==> config.mk <==
export PLATFORM = sky130hd
export DESIGN_NAME = uart_tx_flat
export DESIGN_NICKNAME = d
export VERILOG_FILES = /design/src/rtl/uart_pkg.sv /design/src/rtl/uart_tx_if.sv /design/src/rtl/uart_tx_fifo.sv /design/src/rtl/uart_tx.sv /design/src/flat_wrapper.sv
export SDC_FILE = /design/constraint.sdc
export NUM_CORES = 1
export LEC_CHECK = 0
export BUFFER_PORTS_ARGS = -buffer_cell sky130_fd_sc_hd__buf_2
export CORE_UTILIZATION = 50
export CTS_CLUSTER_SIZE = 12
export DETAILED_ROUTE_END_ITERATION = 8
export PLACE_DENSITY = 0.71
export RECOVER_POWER = 100
export REMOVE_ABC_BUFFERS = 1
export SLEW_MARGIN = 20
export SYNTH_ARGS = -nofsm -noshare
export SYNTH_HDL_FRONTEND = slang
export SYNTH_HIERARCHICAL = 1
export SYNTH_SLANG_ARGS = --single-unit
export TNS_END_PERCENT = 10
==> constraint.sdc <==
create_clock -name apb_clk_in -period 7.3 [get_ports apb_clk_in]
set_input_delay 0.365 -clock apb_clk_in [delete_from_list [all_inputs] [get_ports apb_clk_in]]
set_output_delay 0.365 -clock apb_clk_in [all_outputs]
set_load 0.02 [all_outputs]
==> src/rtl/uart_pkg.sv <==
// Shared UART definitions: transmitter FSM encoding, oversampling constants,
// word-length decode and the register map used by the register block.
package uart_pkg;

    typedef enum logic [4:0] {
        ST_IDLE   = 5'b00001,
        ST_START  = 5'b00010,
        ST_DATA   = 5'b00100,
        ST_PARITY = 5'b01000,
        ST_STOP   = 5'b10000
    } tx_state_t;

    localparam int OS16        = 16;
    localparam int OS13        = 13;
    localparam int STOP15_OS16 = 24;
    localparam int STOP15_OS13 = 20;

    localparam logic [7:0] REG_RBR_THR = 8'h00;
    localparam logic [7:0] REG_IER     = 8'h04;
    localparam logic [7:0] REG_IIR_FCR = 8'h08;
    localparam logic [7:0] REG_LCR     = 8'h0C;
    localparam logic [7:0] REG_LSR     = 8'h14;
    localparam logic [7:0] REG_DLR     = 8'h20;

    function automatic logic [3:0] wls_to_bits(input logic [1:0] wls);
        return 4'd5 + {2'b00, wls};
    endfunction

endpackage

==> src/rtl/uart_tx_if.sv <==
// Control/status bundle between the UART register block (master) and the
// transmit path (slave).
interface uart_tx_if #(
    parameter int FIFO_DEPTH = 16
) ();
    logic                          thr_wr_in;
    logic [7:0]                    thr_in;
    logic [1:0]                    wls_in;
    logic                          stb_in;
    logic                          pen_in;
    logic                          eps_in;
    logic                          sp_in;
    logic                          bc_in;
    logic                          fifoen_in;
    logic                          txclr_in;
    logic [15:0]                   dlr_in;
    logic                          osm_in;
    logic                          utrst_in;
    logic                          thre_out;
    logic                          temt_out;
    logic [$clog2(FIFO_DEPTH):0]   tx_level_out;

    modport master (
        output thr_wr_in, thr_in, wls_in, stb_in, pen_in, eps_in, sp_in, bc_in,
               fifoen_in, txclr_in, dlr_in, osm_in, utrst_in,
        input  thre_out, temt_out, tx_level_out
    );

    modport slave (
        input  thr_wr_in, thr_in, wls_in, stb_in, pen_in, eps_in, sp_in, bc_in,
               fifoen_in, txclr_in, dlr_in, osm_in, utrst_in,
        output thre_out, temt_out, tx_level_out
    );
endinterface

==> src/rtl/uart_tx_fifo.sv <==
// TX byte FIFO with first-word fall-through read; capacity is either the full
// depth or a single holding register.
module uart_tx_fifo #(
    parameter int DEPTH = 16
) (
    input  logic                      apb_clk_in,
    input  logic                      apb_rstn_in,
    input  logic                      i_clr,
    input  logic                      i_fifoen,
    input  logic                      i_wr,
    input  logic [7:0]                i_wdata,
    input  logic                      i_rd,
    output logic [7:0]                o_rdata,
    output logic [$clog2(DEPTH):0]    o_level,
    output logic                      o_full,
    output logic                      o_empty
);
    localparam int AW = $clog2(DEPTH);

    logic [7:0]    r_mem [DEPTH];
    logic [AW-1:0] r_wr_ptr;
    logic [AW-1:0] r_rd_ptr;
    logic [AW:0]   r_level;
    logic [AW:0]   w_cap;
    logic          w_do_wr;
    logic          w_do_rd;

    assign w_cap   = i_fifoen ? (AW+1)'(DEPTH) : (AW+1)'(1);
    assign o_full  = (r_level >= w_cap);
    assign o_empty = (r_level == '0);
    assign o_level = r_level;
    assign o_rdata = r_mem[r_rd_ptr];

    // A pop frees a slot in the same cycle, so a write to full storage is kept then.
    assign w_do_rd = i_rd && !o_empty && !i_clr;
    assign w_do_wr = i_wr && !i_clr && (!o_full || w_do_rd);

    always_ff @(posedge apb_clk_in) begin
        if (w_do_wr) begin
            r_mem[r_wr_ptr] <= i_wdata;
        end
    end

    always_ff @(posedge apb_clk_in or negedge apb_rstn_in) begin
        if (!apb_rstn_in) begin
            r_wr_ptr <= '0;
            r_rd_ptr <= '0;
            r_level  <= '0;
        end else if (i_clr) begin
            r_wr_ptr <= '0;
            r_rd_ptr <= '0;
            r_level  <= '0;
        end else begin
            if (w_do_wr) begin
                r_wr_ptr <= r_wr_ptr + 1'b1;
            end
            if (w_do_rd) begin
                r_rd_ptr <= r_rd_ptr + 1'b1;
            end
            case ({w_do_wr, w_do_rd})
                2'b10:   r_level <= r_level + 1'b1;
                2'b01:   r_level <= r_level - 1'b1;
                default: r_level <= r_level;
            endcase
        end
    end
endmodule

==> src/rtl/uart_tx.sv <==
// UART transmitter: TX storage, baud tick generator and the frame serialiser
// driving a registered txd_out line.
module uart_tx
    import uart_pkg::*;
#(
    parameter int FIFO_DEPTH = 16
) (
    input  logic     apb_clk_in,
    input  logic     apb_rstn_in,
    uart_tx_if.slave bus,
    output logic     txd_out
);
    localparam int LW = $clog2(FIFO_DEPTH) + 1;

    tx_state_t r_state;
    tx_state_t w_state_next;

    logic          r_fifoen_d;
    logic          w_clr;
    logic          w_wr;
    logic          w_load;
    logic          w_empty;
    logic          w_full;
    logic [7:0]    w_rdata;
    logic [LW-1:0] w_level;

    logic [15:0]   r_baud_cnt;
    logic [15:0]   w_div;
    logic          w_tick;
    logic [5:0]    r_os_cnt;
    logic [5:0]    w_os;
    logic [5:0]    w_stop_len;
    logic [5:0]    w_bit_len;
    logic          w_bit_end;

    logic [7:0]    r_shift;
    logic [7:0]    w_shift_next;
    logic [2:0]    r_bit_cnt;
    logic [3:0]    r_nbits;
    logic [1:0]    r_wls;
    logic          r_stb;
    logic          r_pen;
    logic          r_parity;
    logic [3:0]    w_nbits_ld;
    logic [7:0]    w_mask;
    logic          w_xor;
    logic          w_parity;
    logic          w_last_data;
    logic          r_txd;
    logic          w_txd_next;

    // Storage is flushed on an explicit clear, a mode change or transmitter reset.
    assign w_clr = bus.txclr_in || (bus.fifoen_in != r_fifoen_d) || !bus.utrst_in;
    assign w_wr  = bus.thr_wr_in && bus.utrst_in && (!w_full || w_load);

    uart_tx_fifo #(.DEPTH(FIFO_DEPTH)) u_fifo (
        .apb_clk_in  (apb_clk_in),
        .apb_rstn_in (apb_rstn_in),
        .i_clr       (w_clr),
        .i_fifoen    (bus.fifoen_in),
        .i_wr        (w_wr),
        .i_wdata     (bus.thr_in),
        .i_rd        (w_load),
        .o_rdata     (w_rdata),
        .o_level     (w_level),
        .o_full      (w_full),
        .o_empty     (w_empty)
    );

    assign w_div       = (bus.dlr_in == 16'd0) ? 16'd1 : bus.dlr_in;
    assign w_tick      = (r_state != ST_IDLE) && (r_baud_cnt == 16'd0);
    assign w_os        = bus.osm_in ? 6'(OS13) : 6'(OS16);
    assign w_stop_len  = !r_stb ? w_os :
                         (r_wls == 2'd0) ? (bus.osm_in ? 6'(STOP15_OS13) : 6'(STOP15_OS16)) :
                         (w_os << 1);
    assign w_bit_len   = (r_state == ST_STOP) ? w_stop_len : w_os;
    assign w_bit_end   = w_tick && (r_os_cnt >= w_bit_len - 6'd1);
    assign w_last_data = (r_bit_cnt == 3'(r_nbits - 4'd1));

    assign w_nbits_ld  = wls_to_bits(bus.wls_in);
    assign w_mask      = 8'hFF >> (4'd8 - w_nbits_ld);
    assign w_xor       = ^(w_rdata & w_mask);
    assign w_parity    = bus.sp_in ? !bus.eps_in : (bus.eps_in ? w_xor : !w_xor);

    always_ff @(posedge apb_clk_in or negedge apb_rstn_in) begin
        if (!apb_rstn_in) begin
            r_state <= ST_IDLE;
        end else begin
            r_state <= w_state_next;
        end
    end

    always_comb begin
        w_state_next = r_state;
        w_load       = 1'b0;
        if (!bus.utrst_in) begin
            w_state_next = ST_IDLE;
        end else begin
            case (r_state)
                ST_IDLE: begin
                    if (!w_empty) begin
                        w_load       = 1'b1;
                        w_state_next = ST_START;
                    end
                end
                ST_START: if (w_bit_end) w_state_next = ST_DATA;
                ST_DATA: begin
                    if (w_bit_end && w_last_data) begin
                        w_state_next = r_pen ? ST_PARITY : ST_STOP;
                    end
                end
                ST_PARITY: if (w_bit_end) w_state_next = ST_STOP;
                ST_STOP: begin
                    if (w_bit_end) begin
                        if (!w_empty) begin
                            w_load       = 1'b1;
                            w_state_next = ST_START;
                        end else begin
                            w_state_next = ST_IDLE;
                        end
                    end
                end
                default: w_state_next = ST_IDLE;
            endcase
        end
    end

    always_comb begin
        w_shift_next = r_shift;
        if (w_load) begin
            w_shift_next = w_rdata;
        end else if ((r_state == ST_DATA) && w_bit_end) begin
            w_shift_next = {1'b0, r_shift[7:1]};
        end
    end

    // The line is driven from the next state so the register lands in step with it.
    always_comb begin
        w_txd_next = 1'b1;
        case (w_state_next)
            ST_START:  w_txd_next = 1'b0;
            ST_DATA:   w_txd_next = w_shift_next[0];
            ST_PARITY: w_txd_next = r_parity;
            default:   w_txd_next = 1'b1;
        endcase
        if (bus.bc_in) begin
            w_txd_next = 1'b0;
        end
    end

    always_ff @(posedge apb_clk_in or negedge apb_rstn_in) begin
        if (!apb_rstn_in) begin
            r_txd      <= 1'b1;
            r_fifoen_d <= 1'b0;
            r_baud_cnt <= 16'd0;
            r_os_cnt   <= 6'd0;
            r_shift    <= 8'd0;
            r_bit_cnt  <= 3'd0;
            r_nbits    <= 4'd8;
            r_wls      <= 2'd3;
            r_stb      <= 1'b0;
            r_pen      <= 1'b0;
            r_parity   <= 1'b0;
        end else begin
            r_txd      <= w_txd_next;
            r_fifoen_d <= bus.fifoen_in;
            r_shift    <= w_shift_next;

            if (!bus.utrst_in || (w_state_next == ST_IDLE)) begin
                r_baud_cnt <= 16'd0;
            end else if (w_load || (r_baud_cnt == 16'd0)) begin
                r_baud_cnt <= w_div - 16'd1;
            end else begin
                r_baud_cnt <= r_baud_cnt - 16'd1;
            end

            if (!bus.utrst_in || w_load) begin
                r_os_cnt <= 6'd0;
            end else if (w_tick) begin
                r_os_cnt <= w_bit_end ? 6'd0 : r_os_cnt + 6'd1;
            end

            if (w_load) begin
                r_bit_cnt <= 3'd0;
                r_nbits   <= w_nbits_ld;
                r_wls     <= bus.wls_in;
                r_stb     <= bus.stb_in;
                r_pen     <= bus.pen_in;
                r_parity  <= w_parity;
            end else if ((r_state == ST_DATA) && w_bit_end) begin
                r_bit_cnt <= r_bit_cnt + 3'd1;
            end
        end
    end

    assign txd_out          = r_txd;
    assign bus.thre_out     = w_empty;
    assign bus.temt_out     = w_empty && (r_state == ST_IDLE);
    assign bus.tx_level_out = w_level;
endmodule

==> src/flat_wrapper.sv <==
// flat-port wrapper written by rule: the top's interface ports become plain ports
module uart_tx_flat import uart_pkg::*;
#(
    parameter int FIFO_DEPTH = 16
)
  (apb_clk_in, apb_rstn_in, txd_out, bus_thr_wr_in, bus_thr_in, bus_wls_in, bus_stb_in, bus_pen_in, bus_eps_in, bus_sp_in, bus_bc_in, bus_fifoen_in, bus_txclr_in, bus_dlr_in, bus_osm_in, bus_utrst_in, bus_thre_out, bus_temt_out, bus_tx_level_out);
  uart_tx_if #(.FIFO_DEPTH(FIFO_DEPTH)) bus_i ();
  input  logic apb_clk_in;
  input  logic apb_rstn_in;
  output logic txd_out;
  input wire logic [$bits(bus_i.thr_wr_in)-1:0] bus_thr_wr_in;
  input wire logic [$bits(bus_i.thr_in)-1:0] bus_thr_in;
  input wire logic [$bits(bus_i.wls_in)-1:0] bus_wls_in;
  input wire logic [$bits(bus_i.stb_in)-1:0] bus_stb_in;
  input wire logic [$bits(bus_i.pen_in)-1:0] bus_pen_in;
  input wire logic [$bits(bus_i.eps_in)-1:0] bus_eps_in;
  input wire logic [$bits(bus_i.sp_in)-1:0] bus_sp_in;
  input wire logic [$bits(bus_i.bc_in)-1:0] bus_bc_in;
  input wire logic [$bits(bus_i.fifoen_in)-1:0] bus_fifoen_in;
  input wire logic [$bits(bus_i.txclr_in)-1:0] bus_txclr_in;
  input wire logic [$bits(bus_i.dlr_in)-1:0] bus_dlr_in;
  input wire logic [$bits(bus_i.osm_in)-1:0] bus_osm_in;
  input wire logic [$bits(bus_i.utrst_in)-1:0] bus_utrst_in;
  output wire logic [$bits(bus_i.thre_out)-1:0] bus_thre_out;
  output wire logic [$bits(bus_i.temt_out)-1:0] bus_temt_out;
  output wire logic [$bits(bus_i.tx_level_out)-1:0] bus_tx_level_out;
  assign bus_i.thr_wr_in = bus_thr_wr_in;
  assign bus_i.thr_in = bus_thr_in;
  assign bus_i.wls_in = bus_wls_in;
  assign bus_i.stb_in = bus_stb_in;
  assign bus_i.pen_in = bus_pen_in;
  assign bus_i.eps_in = bus_eps_in;
  assign bus_i.sp_in = bus_sp_in;
  assign bus_i.bc_in = bus_bc_in;
  assign bus_i.fifoen_in = bus_fifoen_in;
  assign bus_i.txclr_in = bus_txclr_in;
  assign bus_i.dlr_in = bus_dlr_in;
  assign bus_i.osm_in = bus_osm_in;
  assign bus_i.utrst_in = bus_utrst_in;
  assign bus_thre_out = bus_i.thre_out;
  assign bus_temt_out = bus_i.temt_out;
  assign bus_tx_level_out = bus_i.tx_level_out;
  uart_tx #(.FIFO_DEPTH(FIFO_DEPTH)) u_core (.apb_clk_in(apb_clk_in), .apb_rstn_in(apb_rstn_in), .bus(bus_i), .txd_out(txd_out));
endmodule
==> metrics.txt, run 1 <==
Worst-Margin Slew between 3 and 4 ns; number of global-route vias before repair 5754; maximum number of pins on one net before global-route repair 62; worst ir drop on vdd around 290 uV; Post-CTS Setup Inserts 0; final setup violation count 0; effective utilization at floorplan between 50% and 60%; Max clock buf depth 2; prevailing post-synth register cell sky130_fd_sc_hd__edfxtp_1; fraction of the cycle the final worst path needs around 85%; number of distinct standard cells referenced by the synthesized netlist 64; Post-Syn Area a little over 9000 um2; combinational cell fraction of total power between 10 and 15%; data arrival time of the critical path approximately 6.2 ns; mux contribution to synthesized area 10.36%; share of the synthesized netlist area taken by xor and xnor gates under 10%; gr busiest metal met2; Die X-Extent ~140 um; capturing element type of the critical path flip-flop; number of buffers inserted during clock tree synthesis 17; router iterations before antenna repair 5; area fraction in compound gates after synthesis 9.143%; top-area cell type share of the netlist area approximately 42%; slack of the worst reg-to-reg path ~1.1 ns; highest achievable clock rate approximately 160 MHz; Clock Skews ~0.010 ns; die span in y approximately 140 um; met2 layer usage reported by global route 38.05%; number of buffers inserted for hold repair after clock tree synthesis 0; number of vias per cell 5.848; root buffer cell sky130_fd_sc_hd__clkbuf_16; number of fillers in the final layout 1482; global-route usage over all layers about 22%; sum of negative setup slack 0 ns; total inserted antenna cells 0; DRT antenna net count 0; max_cap viols 1; Layout Area Growth over Synthesis 10.13%; via total after detailed routing a little under 6000; Final Hold Fails 0; Final min period just over 6 ns; mean routed wirelength per cell 19.36 um; run status finished, violations left; Placer Congestion between 0.8 and 0.9; failing checks capacitance limit, slew limit; worst setup path class flip-flop to flip-flop; internal portion of total power between 0.0015 and 0.002 W; cell family contributing the most delay on the critical path simple AND/OR/NAND/NOR gates; adder and majority cell fraction of the synthesized area 3.920%; wire length after detailed routing around 19000 um; Post-DP Area approximately 9500 um2; fin util a little under three fifths; crit path launch type flip-flop; switching share of power between 20% and 30%; drc violations 0; count of H-tree levels built during CTS 4; required time of the worst setup path roughly 7.4 ns; Crit Path Max Fanout 23; ratio of cells with drive above 1 in the final layout 13.91%; worst rel slew slack -118.3%; clk sinks ~190; TritonCTS clock tree yes; unrepaired setup endpoints after global routing false; library cell with the largest summed area after synthesis sky130_fd_sc_hd__edfxtp_1; HP Class input pin to flip-flop; area enclosed by the die boundary 18800 um2; per-instance average area after synthesis roughly 13 um2; sequential cell fraction of total power around half; PwrDens 235.9 nW/um2; synthesis warning total 6; boundary pin count between 40 and 50; sequence of cells on the critical path or2_2, ha_1, nor3_1, nand2_1, xnor2_1, nand2b_1, ha_1, nand4_1, nor2_1, a211oi_1, o31ai_1, nand3b_1, inv_1, o21ai_4, a211oi_1, nand2_1, nor3_1; top post-synthesis cells by area sky130_fd_sc_hd__edfxtp_1, sky130_fd_sc_hd__dfrtp_1, sky130_fd_sc_hd__mux2i_1, sky130_fd_sc_hd__mux4_2, sky130_fd_sc_hd__ha_1; number of cells produced by synthesis just over 700; number of antenna violations at the first check in global routing 0; DRC marker count from the first detailed-route iteration approximately 360; slowest CP cell sky130_fd_sc_hd__nor3_1; sequential share of the synthesized area between 50% and 60%; longest individual stage delay on the worst path approximately 0.94 ns; number of buffers and inverters on the critical path 1; most frequent cell after synthesis sky130_fd_sc_hd__edfxtp_1; count of pins over their slew limit 62; number of placement rows 49; part of the total power dissipated in the clock network a little under two fifths; floorplan core area 17900 um2; Final #Nets slightly above 800; first-pass GRT wire length around 30000 um; global-route track usage on met3 approximately 5.0%; worst-skew pair later-pin latency between 0.4 and 0.5 ns; count of flip-flops with a built-in enable after synthesis 128; area of all placed cells without fillers 10050 um2; area share of and/or/nand/nor cells after synthesis around 11%; synth cell count leaders sky130_fd_sc_hd__edfxtp_1, sky130_fd_sc_hd__nor2_1, sky130_fd_sc_hd__dfrtp_1, sky130_fd_sc_hd__nand2_1, sky130_fd_sc_hd__mux2i_1; register clock-pin slew on the reported worst setup and hold paths approximately 0.07 ns; buffers added on ports 45; reported net switching power around 0.0006 W; proportion of synthesized flip-flops having asynchronous set or reset 32.28%; Global Route met1 Usage between 20 and 30%; remaining global-route overflow 0; HPWL after detailed placement about 13000 um; number of storage elements in the synthesis netlist about 190; main combinational cell family by area after synthesis simple AND/OR/NAND/NOR gates; number of resized instances in the post-cts repair step 0; leakage power of the design about 3.8 nW
stage by stage:
step                hold slack, ns  setup slack (ns)  total power [W]  cells
global route               0.04527            0.6725         0.002466    991
floorplan                  0.06941             2.410         0.001438    682
CTS                        0.03150             1.632         0.002390    991
detailed placement          0.4672             1.636         0.001522    960
finish                     0.05319             1.126         0.002371    991
global placement            0.4668             1.960         0.001509    960
final timing paths:
kind	startpoint	to	cells after the start
worst min-delay path	bus_bc_in	u_core/txd_out$_DFF_PN1_	2
worst max register to register	u_core/r_wls[1]$_DFFE_PN1P_	u_core/u_fifo/r_mem[0][3]$_DFFE_PP_	17
worst min register to register	u_core/r_shift[2]$_DFFE_PN0P_	u_core/r_shift[2]$_DFFE_PN0P_	1
min in group asynchronous	apb_rstn_in	u_core/r_os_cnt[5]$_DFFE_PN0P_	2
worst max-delay path	u_core/r_wls[1]$_DFFE_PN1P_	u_core/u_fifo/r_mem[0][3]$_DFFE_PP_	17
max in group asynchronous	apb_rstn_in	u_core/u_fifo/r_rd_ptr[0]$_DFFE_PN0P_	2
per-layer routing:
metal	vias to the layer above	wire, um
met5	-	0
met4	0	392
met3	28	917
met2	142	9942
met1	2913	7931
li1	2712	-
power by group through the flow:
stage               sequential (W)  clock [W]  combinational (W)
floorplan                  0.00122          0           0.000219
global placement           0.00122          0           0.000285
detailed placement         0.00123          0           0.000296
CTS                        0.00120   0.000888           0.000299
global route               0.00121   0.000931           0.000328
finish                     0.00120   0.000872           0.000296
cell families after synthesis:
| logic type | after synthesis |
|---|---|
| AND/OR/NAND/NOR | 208 |
| buffers and inverters | 46 |
| AO/OA/AOI/OAI | 120 |
| adder cells (fa/ha/maj) | 28 |
| flip-flops | 189 |
| multiplexers | 73 |
| XOR/XNOR | 45 |
worst reg2reg max path: stages (launching register included):
cell	delay, ns
sky130_fd_sc_hd__dfstp_2	0.37
sky130_fd_sc_hd__or2_2	0.34
sky130_fd_sc_hd__ha_1	0.30
sky130_fd_sc_hd__nor3_1	0.26
sky130_fd_sc_hd__nand2_1	0.14
sky130_fd_sc_hd__xnor2_1	0.16
sky130_fd_sc_hd__nand2b_1	0.08
sky130_fd_sc_hd__ha_1	0.32
sky130_fd_sc_hd__nand4_1	0.11
sky130_fd_sc_hd__nor2_1	0.11
sky130_fd_sc_hd__a211oi_1	0.15
sky130_fd_sc_hd__o31ai_1	0.41
sky130_fd_sc_hd__nand3b_1	0.46
sky130_fd_sc_hd__inv_1	0.69
sky130_fd_sc_hd__o21ai_4	0.16
sky130_fd_sc_hd__a211oi_1	0.54
sky130_fd_sc_hd__nand2_1	0.24
sky130_fd_sc_hd__nor3_1	0.94
placed cells by master, fill, tap and decap left out, types with 8 or more instances in the layout:
master                      instances
sky130_fd_sc_hd__xnor2_1           28
sky130_fd_sc_hd__dfrtp_1           56
sky130_fd_sc_hd__inv_1             19
sky130_fd_sc_hd__mux4_2            16
sky130_fd_sc_hd__nor3_1            15
sky130_fd_sc_hd__nand2_1           53
sky130_fd_sc_hd__nor2_1            74
sky130_fd_sc_hd__mux2i_1           45
sky130_fd_sc_hd__ha_1              27
sky130_fd_sc_hd__xor2_1            17
sky130_fd_sc_hd__a21oi_1           29
sky130_fd_sc_hd__clkbuf_16         17
sky130_fd_sc_hd__o21ai_0           34
sky130_fd_sc_hd__mux2_2            10
sky130_fd_sc_hd__edfxtp_1         128
sky130_fd_sc_hd__a21o_1             9
sky130_fd_sc_hd__buf_2             29
sky130_fd_sc_hd__nand2b_1           9
sky130_fd_sc_hd__a22oi_1            8
sky130_fd_sc_hd__clkbuf_1          17
sky130_fd_sc_hd__a221oi_1           9
flip-flops by register name, summed over array words and instances (netlist names):
signal and flops:
u_core/r_baud_cnt 16, u_core/r_bit_cnt 3, u_core/r_fifoen_d 1, u_core/r_nbits 3, u_core/r_os_cnt 6, u_core/r_parity 1
u_core/r_pen 1, u_core/r_shift 8, u_core/r_state 5, u_core/r_stb 1, u_core/r_wls 2, u_core/txd_out 1
u_core/u_fifo/o_level 5, u_core/u_fifo/r_mem 128, u_core/u_fifo/r_rd_ptr 4, u_core/u_fifo/r_wr_ptr 4
area by class of cell:
| type | count | area (um2) | share of cell area [%] |
|---|---|---|---|
| flip-flops and latches | 189 | 5376 | 53.49 |
| multi-input cells | 474 | 3526 | 35.08 |
| clock buffers | 17 | 425.4 | 4.232 |
| well taps | 229 | 286.5 | 2.850 |
| repair buffers | 49 | 231.5 | 2.303 |
| clock inverters | 14 | 135.1 | 1.344 |
| inverters | 19 | 71.32 | 0.7095 |
Power figures use the tool's default switching activity.
==> run 2, diff against run 1 <==
--- a/config.mk
+++ b/config.mk
@@ -5,11 +5,12 @@
 export SDC_FILE = /design/constraint.sdc
 export NUM_CORES = 1
 export LEC_CHECK = 0
+export ABC_AREA = 1
 export BUFFER_PORTS_ARGS = -buffer_cell sky130_fd_sc_hd__buf_2
 export CORE_UTILIZATION = 50
 export CTS_CLUSTER_SIZE = 12
 export DETAILED_ROUTE_END_ITERATION = 8
-export PLACE_DENSITY = 0.71
+export PLACE_DENSITY = 0.74
 export RECOVER_POWER = 100
 export REMOVE_ABC_BUFFERS = 1
 export SLEW_MARGIN = 20
==> constraint.sdc (replaced) <==
create_clock -name apb_clk_in -period 5.6 [get_ports apb_clk_in]
set_input_delay 0.28 -clock apb_clk_in [delete_from_list [all_inputs] [get_ports apb_clk_in]]
set_output_delay 0.28 -clock apb_clk_in [all_outputs]
set_load 0.02 [all_outputs]
==> run 2 against run 1 <==
The run still ends with capacitance limit, slew limit left. Clock power increased by 38%. Final area is 4.9% higher. Cell count increased by 31%. Register-to-register slack worse by 0.53 ns. Critical path type unchanged. Largest power group is now combinational cells. Highest routed layer unchanged.
==> metrics.txt, run 2 <==
boundary pin count 46; worst-skew pair later-pin latency about 0.43 ns; final setup violation count 0; sequential cell area approximately 5400 um2; run status finished, violations left; total inserted antenna cells 0; leakage power of the design approximately 4.4 nW; HP Class input pin to flip-flop; top post-synthesis cells by area sky130_fd_sc_hd__edfxtp_1, sky130_fd_sc_hd__dfrtp_1, sky130_fd_sc_hd__nand2_1, sky130_fd_sc_hd__nor2_1, sky130_fd_sc_hd__inv_1; failing checks capacitance limit, slew limit; max_cap viols 1; capturing element type of the critical path flip-flop; sequential share of the synthesized area roughly 56%; routed length on met3 roughly 1200 um; worst setup path class flip-flop to flip-flop; Layout Area Growth over Synthesis 9.202%; sum of negative setup slack 0 ns; ratio of cells with drive above 1 in the final layout between 10% and 20%; per-instance average area after synthesis ~9.8 um2; crit path launch type flip-flop; number of storage elements in the synthesis netlist 189; met2 wire len a little under 10000 um; count of pins over their slew limit 62; Crit Path Max Fanout 30; most frequent cells in the layout sky130_fd_sc_hd__nand2_1, sky130_fd_sc_hd__edfxtp_1, sky130_fd_sc_hd__nor2_1; Clock Skews ~0.014 ns; Top Registers u_core/u_fifo/r_mem: 128 flops, u_core/r_baud_cnt: 16 flops, u_core/r_shift: 8 flops; proportion of synthesized flip-flops having asynchronous set or reset about 32%; unrepaired setup endpoints after global routing false; number of cells produced by synthesis approximately 1000; worst hold slack after final layout 0.07202 ns; clk sinks around 190; data arrival time of the critical path roughly 5 ns; sum of routed wire segments on met1 between 9000 and 10000 um; HPWL after detailed placement between 10000 and 15000 um; global-route usage over all layers between 20% and 30%; fin util between 50% and 60%; most frequent cell after synthesis sky130_fd_sc_hd__nand2_1; number of placement rows 50; number of fillers in the final layout about 1600; Max clock buf depth 2; Final Hold Fails 0; DRT antenna net count 0; most common library cell in the layout ignoring fill and taps sky130_fd_sc_hd__nand2_1; Worst-Margin Slew between 3 and 4 ns; DRC marker count from the first detailed-route iteration a little over 500; number of global-route vias before repair about 6500; Placer Congestion between 0.8 and 0.9; TritonCTS clock tree yes; number of buffers inserted during clock tree synthesis 17; drc violations 0; number of distinct standard cells referenced by the synthesized netlist 48; remaining global-route overflow 0; first-pass GRT wire length 32730 um; number of resized instances in the post-cts repair step 0; synthesis warning total 6; register clock-pin slew on the reported worst setup and hold paths approximately 0.070 ns; worst rel slew slack -117.2%; prevailing post-synth register cell sky130_fd_sc_hd__edfxtp_1; top-area cell type share of the netlist area approximately two fifths; Final min period about 5 ns; Final #Nets between 1000 and 1500; required time of the worst setup path ~5.7 ns; Die X-Extent between 100 and 150 um; number of antenna violations at the first check in global routing 0; die span in y about 140 um; mean routed wirelength per cell 15.72 um; library cell with the largest summed area after synthesis sky130_fd_sc_hd__edfxtp_1; highest achievable clock rate ~200 MHz; Largest register FFs between 100 and 150; worst ir drop on vdd about 300 uV; PwrDens approximately 430 nW/um2; Post-Syn Area slightly below 10000 um2; effective utilization at floorplan 51.27%; highest routed layer met4; buffers added on ports 45; floorplan core area 18830 um2; maximum number of pins on one net before global-route repair 66; root buffer cell sky130_fd_sc_hd__clkbuf_16; router iterations before antenna repair 5; count of H-tree levels built during CTS 4; total area of multi-input combinational cells 3557 um2; wire length after detailed routing a little over 20000 um; count of flip-flops with a built-in enable after synthesis 128; number of vias per cell around 5.3; fraction of the cycle the final worst path needs a little under 90%; register with the most flip-flops u_core/u_fifo/r_mem; area enclosed by the die boundary between 15000 and 20000 um2; via total after detailed routing 6843; synth cell count leaders sky130_fd_sc_hd__nand2_1, sky130_fd_sc_hd__edfxtp_1, sky130_fd_sc_hd__nor2_1, sky130_fd_sc_hd__inv_1, sky130_fd_sc_hd__dfrtp_1
==> run 2: logic make-up (layout without fill, tap and decap cells) <==
| kind of cell | Yosys count | in the layout | synth area share [%] |
|---|---|---|---|
| AND/OR/NAND/NOR | 456 | 456 | 22.39 |
| XOR/XNOR | 27 | 27 | 2.449 |
| AO/OA/AOI/OAI | 134 | 134 | 8.748 |
| adder cells (fa/ha/maj) | 28 | 28 | 3.707 |
| buffers and inverters | 151 | 199 | 6.908 |
| multiplexers | 1 | 1 | 0.1166 |
| flip-flops | 189 | 189 | 55.68 |
==> run 2: layer usage <==
layer	GRT usage, %	up-vias
met5	0	-
met4	5.778	0
met3	4.280	19
met2	35.87	205
met1	28.97	3231
li1	-	3388
==> run 2: worst max-delay path, cell delays in order (launching register included) <==
cell	delay, ns
sky130_fd_sc_hd__dfrtp_1	0.41
sky130_fd_sc_hd__nor2_1	0.24
sky130_fd_sc_hd__nand3_1	0.23
sky130_fd_sc_hd__nand2_1	0.13
sky130_fd_sc_hd__nand2_1	0.08
sky130_fd_sc_hd__a31oi_1	0.21
sky130_fd_sc_hd__nand2_1	0.12
sky130_fd_sc_hd__inv_1	0.10
sky130_fd_sc_hd__nand3_1	0.11
sky130_fd_sc_hd__xnor2_1	0.15
sky130_fd_sc_hd__ha_1	0.29
sky130_fd_sc_hd__nand2_1	0.07
sky130_fd_sc_hd__nor2_1	0.11
sky130_fd_sc_hd__a211oi_1	0.05
sky130_fd_sc_hd__nand2_1	0.09
sky130_fd_sc_hd__nand3_1	0.10
sky130_fd_sc_hd__nand2_1	0.14
sky130_fd_sc_hd__nand3_4	0.30
sky130_fd_sc_hd__clkinv_2	0.35
sky130_fd_sc_hd__nand2_1	0.21
sky130_fd_sc_hd__nand2_4	0.10
sky130_fd_sc_hd__nand2_1	0.15
sky130_fd_sc_hd__inv_8	0.14
sky130_fd_sc_hd__nand2_4	0.08
sky130_fd_sc_hd__nor2_1	0.68
==> run 2: cell type report <==
class | count | share of cell area [%]
Multi-Input combinational cell | 646 | 33.74
Sequential cell | 189 | 51.00
Clock buffer | 17 | 4.035
Tap cell | 260 | 3.086
Timing Repair Buffer | 50 | 2.231
Clock inverter | 14 | 1.626
Inverter | 118 | 4.284
==> run 2: power breakdown <==
part / internal (W) / switching (W)
Sequential: 0.00159 / 0.0000644
Clock: 0.000638 / 0.000562
Combinational: 0.000551 / 0.00116
==> run 2: timing repair <==
action                    CTS  global route
buffers inserted            0             0
hold endpoints to repair    1             0
hold buffers                1             0
==> run 2: final timing paths <==
kind                                        startpoint                                     to  slack [ns]  cells past startpoint
setup / recovery           u_core/r_state[2]$_DFF_PN0_   u_core/u_fifo/r_mem[15][2]$_DFFE_PP_        0.60                     24
hold / removal                               bus_bc_in               u_core/txd_out$_DFF_PN1_        0.07                      4
setup reg to reg           u_core/r_state[2]$_DFF_PN0_   u_core/u_fifo/r_mem[15][2]$_DFFE_PP_        0.60                     24
hold reg to reg            u_core/r_wls[1]$_DFFE_PN1P_            u_core/r_wls[1]$_DFFE_PN1P_        0.49                      2
max in group asynchronous                  apb_rstn_in  u_core/u_fifo/r_rd_ptr[0]$_DFFE_PN0P_        2.48                      2
min in group asynchronous                  apb_rstn_in         u_core/r_os_cnt[2]$_DFFE_PN0P_        1.03                      2
==> run 2: per-stage QoR <==
step	power (W)	cells	instance area (um2)	worst slack, ns
floorplan	0.003066	953	9439	1.548
global route	0.004869	1294	10540	0.1304
finish	0.004568	1294	10540	0.5996
CTS	0.004610	1294	10630	0.8330
global placement	0.003392	1262	10020	1.132
detailed placement	0.003411	1262	10020	0.8515
